===== config.mk =====
export PLATFORM = sky130hd
export DESIGN_NAME = controlador_vga
export DESIGN_NICKNAME = d
export VERILOG_FILES = /design/src/rtl/controlador_vga.sv
export SDC_FILE = /design/constraint.sdc
export NUM_CORES = 1
export LEC_CHECK = 0
export CORE_MARGIN = 2
export CORE_UTILIZATION = 59
export DETAILED_ROUTE_END_ITERATION = 12
export PLACE_DENSITY = 0.88
export SLEW_MARGIN = 20
export SYNTH_ARGS = -nofsm -noshare
export SYNTH_HDL_FRONTEND = slang
export SYNTH_SLANG_ARGS = --single-unit
export TNS_END_PERCENT = 10

===== constraint.sdc =====
create_clock -name clock -period 5.3 [get_ports clock]
set_input_delay 0.53 -clock clock [delete_from_list [all_inputs] [get_ports clock]]
set_output_delay 0.53 -clock clock [all_outputs]
set_load 0.01 [all_outputs]

===== src/rtl/controlador_vga.sv =====
// rtl/controlador_vga.sv - VGA 640x480@60 raster timing, pixel coordinates and framebuffer read address.
// Optional VGA_DIV2_EN: pixel tick on every second clock for a 50 MHz board clock.
module controlador_vga #(
  parameter int H_VISIBLE = 640,
  parameter int H_FRONT   = 16,
  parameter int H_SYNC    = 96,
  parameter int H_BACK    = 48,
  parameter int V_VISIBLE = 480,
  parameter int V_FRONT   = 10,
  parameter int V_SYNC    = 2,
  parameter int V_BACK    = 33,
  parameter int ADDR_W    = 19
) (
  input  logic              clock,
  input  logic              reset,
  output logic [9:0]        posicionX,
  output logic [9:0]        posicionY,
  output logic [ADDR_W-1:0] direccionMemoria,
  output logic              visible,
  output logic              hsync,
  output logic              vsync,
  output logic              pixelTick,
  output logic              finCuadro
);

  localparam int H_TOTAL = H_VISIBLE + H_FRONT + H_SYNC + H_BACK;
  localparam int V_TOTAL = V_VISIBLE + V_FRONT + V_SYNC + V_BACK;

  localparam logic [9:0] HVIS     = 10'(H_VISIBLE);
  localparam logic [9:0] HS_START = 10'(H_VISIBLE + H_FRONT);
  localparam logic [9:0] HS_END   = 10'(H_VISIBLE + H_FRONT + H_SYNC);
  localparam logic [9:0] HMAX     = 10'(H_TOTAL - 1);
  localparam logic [9:0] VVIS     = 10'(V_VISIBLE);
  localparam logic [9:0] VS_START = 10'(V_VISIBLE + V_FRONT);
  localparam logic [9:0] VS_END   = 10'(V_VISIBLE + V_FRONT + V_SYNC);
  localparam logic [9:0] VMAX     = 10'(V_TOTAL - 1);

  logic [9:0]        hc;
  logic [9:0]        vc;
  logic [ADDR_W-1:0] addr_cnt;
  logic              tick;
  logic              vis_d;
  logic              hs_d;
  logic              vs_d;
  logic              last_d;
  logic              last_vis_d;

`ifdef VGA_DIV2_EN
  // Phase flop also acts as the reset-release synchroniser: first tick on the second edge.
  logic phase;

  always_ff @(posedge clock or negedge reset) begin
    if (!reset) phase <= 1'b0;
    else        phase <= ~phase;
  end

  assign tick = phase;
`else
  assign tick = 1'b1;
`endif

  always_comb begin
    vis_d      = 1'b0;
    hs_d       = 1'b1;
    vs_d       = 1'b1;
    last_d     = 1'b0;
    last_vis_d = 1'b0;
    vis_d      = (hc < HVIS) && (vc < VVIS);
    hs_d       = !((hc >= HS_START) && (hc < HS_END));
    vs_d       = !((vc >= VS_START) && (vc < VS_END));
    last_d     = (hc == HMAX) && (vc == VMAX);
    last_vis_d = (hc == HVIS - 10'd1) && (vc == VVIS - 10'd1);
  end

  always_ff @(posedge clock or negedge reset) begin
    if (!reset) begin
      hc               <= '0;
      vc               <= '0;
      addr_cnt         <= '0;
      posicionX        <= '0;
      posicionY        <= '0;
      direccionMemoria <= '0;
      visible          <= 1'b0;
      hsync            <= 1'b1;
      vsync            <= 1'b1;
      pixelTick        <= 1'b0;
      finCuadro        <= 1'b0;
    end else begin
      pixelTick <= tick;
      finCuadro <= tick && last_d;
      if (tick) begin
        posicionX <= hc;
        posicionY <= vc;
        visible   <= vis_d;
        hsync     <= hs_d;
        vsync     <= vs_d;
        // addr_cnt tracks the next visible pixel; blanking leaves the output holding.
        if (vis_d) begin
          direccionMemoria <= addr_cnt;
          addr_cnt         <= last_vis_d ? '0 : addr_cnt + ADDR_W'(1);
        end
        if (hc == HMAX) begin
          hc <= '0;
          vc <= (vc == VMAX) ? '0 : vc + 10'd1;
        end else begin
          hc <= hc + 10'd1;
        end
      end
    end
  end

endmodule


# Word-level counts from Yosys, hierarchy flattened
# Index checks and enable logic that the tools add are counted.
[totals]
register_bits = 83
inputBits = 2
output_inout_bits = 44
elab_cells = 34
[op_classes]
addsub = 3
n_lt_le_gt_ge = 6
eq_ne = 4
muxes = 3
n_reduce_logical = 7
[op_table]
columns = ["op", "count"]
rows = [
  ["10-bit == test, second input constant", 3],
  ["10-bit by 1-bit adder with 10-bit output, second input constant", 2],
  ["10-bit less-than comparator, second input constant", 2],
  ["10-bit by 9-bit less-than comparator with 1-bit output, second input constant", 2],
  ["10-bit 2-to-1 mux", 2],
  ["19-bit by 1-bit adder with 19-bit output, second input constant", 1],
  ["19-bit 2-to-1 mux", 1],
  ["10-bit by 9-bit == test with 1-bit output, second input constant", 1],
  ["10-bit >= comparator, second input constant", 1],
  ["10-bit by 9-bit >= comparator with 1-bit output, second input constant", 1],
  ["1-bit logical AND", 5],
  ["1-bit zero test", 2],
]

# Longest topological paths before layout
[depth]
ltp_word = 3
mapped_depth = 9

# Worst setup path before layout
# No wires, ideal clock.
[synth_timing]
kind = "reg-to-reg"
startpoint = "register hc[0]"
endpoint = "register addr_cnt[2]"
t_arrival_ns = 1.830
required_ns = 5.168
path_slack_ns = 3.338
stages_incl_launch_ff = 6
n_path_buf = 1
cell_sequence = "dfrtp_1 ha_1 nand3_1 nor4_2 clkbuf_1 nor2_1"
[synth_between]
elab_chain_cells = 3
word_cells_on_any_way = 5
cone_classes = "1 x order compare; 1 x eq/ne; 1 x mux; 2 x reduce/logical"
[synth_rtl]
columns = ["element", "line_no", "rtl"]
rows = [
  ["start: declaration", "38", "logic [9:0] hc;"],
  ["start signal: assignment", "106", "hc <= hc + 10'd1;"],
  ["branches (longest 3 deep; another with 10-bit less-than comparator)", "n/a", ""],
  ["end signal: assignment", "100", "addr_cnt <= last_vis_d ? '0 : addr_cnt + ADDR_W'(1);"],
  ["end: declaration", "40", "logic [ADDR_W-1:0] addr_cnt;"],
]
# Several ways; the timed one is not identified.
# A chain may end at the register's enable or synchronous reset.

# Worst setup path in the final report
[layout_timing]
startpoint = "register vc[7]"
endpoint = "register addr_cnt[0]"
[layout_between]
elab_chain_cells = 3
word_cells_on_any_way = 5
cone_classes = "1 x order compare; 1 x eq/ne; 1 x mux; 2 x reduce/logical"
[layout_rtl]
columns = ["element", "line_no", "rtl"]
rows = [
  ["start: declaration", "39", "logic [9:0] vc;"],
  ["start signal: assignment", "104", "vc <= (vc == VMAX) ? '0 : vc + 10'd1;"],
  ["branches (longest 3 deep; another with 10-bit by 9-bit less-than comparator with 1-bit output)", "n/a", ""],
]
# Several ways; the timed one is not identified.

==> results.yml <==
finish:
  diodes: 0
  syn2layout_area_growth_pct: 19.2
  final_common_cell: "dfrtp_1"
  layout-drive-gt1-share_pct: 5.93
  final_cell_mix: "dfrtp_1, nand2_1, clkdlybuf4s50_1, nand3_1"
  nFillCells: 425
  final_area_um2: 4170
  nNetsFinal: 374
sta:
  max_freq_ghz: 0.419
  hold_viol: 0
  maxSlewHeadroom_pct: 46.8
  timing.hold.ws_ps: 198
  tightest_slew_ps: 797
  period_needed_ps: 2380
  rsz0062_at_grt: "false"
  setup_viol_count_final: 0
  fin_ws_ps: 2920
  drv_slew: 0
  skew_ps: 11.6
  tns_ps: 0
  period_share_pct: 45.0
detailed_routing:
  drc: 0
  num_vias: 2551
  wire_per_inst_um: 15.2
  dr.pass1.iters: 4
  drt-initial-drc-count: 202
  vias_per_cell: 5.72
  drtAntennaViolNets: 0
  routed_wl_um: 6770
global_routing:
  grt_pass1_vias: 2400
  track_usage_pct: 23.0
  grt_max_degree: 84
  grt_pass1_wl_um: 11400
  grt_remaining_overflow: 0
  antenna_found_initial: 0
power:
  ir_worst_vdd_mv: 0.151
  fin_total_pwr_uw: 1120
  power_density_nw_per_um2: 269
  leakage_uw: 0.00188
clocking:
  cts.repair.resized: 0
  cts_setup_buffers: 0
  clock_path_buffers: 2
  cts_made_buffers: 9
  htree_levels: 3
  path_clk_slew_ps: 80
  cts_sinks: 83
  cts_tree: "done"
  cts_root_buf: "clkbuf_8"
  postCtsHoldBufs: 0
  clock_latency_ps: 360
floorplan:
  die_y_um: 81.0
  fp.dieW_um: 81.0
  ios: 46
  core_um2: 5820
  die_area_um2: 6550
  initial_core_util_pct: 60.1
  num_rows: 28
synthesis:
  ys_ff_latch: 83
  ys_types: 44
  syn_avg_cell_area_um2: 10.7
  seq_area_frac_synth_pct: 59.5
  synth-main-ff-cell: "dfrtp_1"
  async_flop_share_pct: 100
  syn_nets: 333
  synthCells: 326
  yosys_warnings: 0
  synth_edf_count: 0
  synthesis.area_um2: 3490
placement:
  place_ws_ps: 2900
  hpwl_um: 4440
  gp_congestion: 0.817
  place_area_um2: 3960
  port_buffers: 45
flow_run:
  cap_violations: 0
setup_path:
  path_class: "reg2reg"
  end_kind: "flop"
  arrival_ps: 2610
  cp_max_fo: 25
  start_kind: "flop"
  required_ps: 5530
hold_path:
  hold_path.class: "in2async"
outcome:
  status: "finished, final reports clean"
-- metrics by stage --
stage	util [%]	cells
6_report	71.6	446
5_1_grt	71.6	446
4_1_cts	71.6	446
3_5_place_dp	68.1	431
3_3_place_gp	68.1	431
2_1_floorplan	-	326
-- final timing paths --
path / from / slack (ps) / cells past startpoint / endpoint
setup / recovery: vc[7]$_DFFE_PN0N_ / 2920 / 5 / addr_cnt[0]$_DFFE_PN0P_
hold / removal: reset / 200 / 1 / posicionX[6]$_DFF_PN0_
min in group clock: hc[1]$_DFF_PN0_ / 470 / 0 / posicionX[1]$_DFF_PN0_
hold reg to reg: hc[1]$_DFF_PN0_ / 470 / 0 / posicionX[1]$_DFF_PN0_
max in group asynchronous: reset / 4600 / 1 / vc[1]$_DFFE_PN0N_
setup reg to reg: vc[7]$_DFFE_PN0N_ / 2920 / 5 / addr_cnt[0]$_DFFE_PN0P_
-- routing by layer --
layer	up-vias	global-route usage, %	wire length, um
li1	1225	-	-
met1	1235	33.4	3200
met2	75	33.0	3120
met3	16	4.00	276
met4	0	12.7	174
met5	-	0	0
-- registers in the layout (all words and copies together), names as in the netlist --
register	cells
addr_cnt	19
posicionX	10
vc	10
direccionMemoria	19
hc	10
finCuadro	1
vsync	1
hsync	1
posicionY	10
visible	1
pixelTick	1
-- power breakdown --
part	leakage (uW)	internal (uW)	total, uW	switching, uW
clock	0.000100	263	474	211
combinational	0.000686	1.38	13.0	11.7
sequential	0.00110	633	633	0.0807
-- cell usage after synthesis (all sizes together), types with 8 or more instances --
master	count	share of area, %
dfrtp	81	58
nand2	68	7.3
nand3	17	2.4
a21oi	13	1.9
nand4	13	2.3
nor2	13	1.5
xnor2	12	3.0
o21ai	10	1.4
buf	9	1.6
nor4	8	2.0
-- cells by family after synthesis --
group	Yosys count	synth area share [%]
adders and majority gates	5	1.79
xor gates and xnor gates	18	4.51
DFF	83	59.5
AOI/OAI and AO/OA	35	6.09
muxes	2	0.573
buffers and inverters	23	3.12
other	1	0.107
and+or+nand+nor	159	24.3
-- worst max-delay path, stage by stage, from the launching register on --
cell,delay [ps]
dfrtp_1,510
and4_4,320
or3_1,640
inv_1,520
nand2b_1,180
o21ai_0,90
-- layout make-up --
class	instances	area, um^2	share of cell area, %
inverters	7	26.3	0.631
clock inverters	3	65.1	1.56
flip-flops and latches	83	2080	49.9
well taps	75	93.8	2.25
clock buffers	12	135	3.24
multi-input cells	220	1310	31.4
repair buffers	46	459	11.0
(Power assumes the default switching activity.)
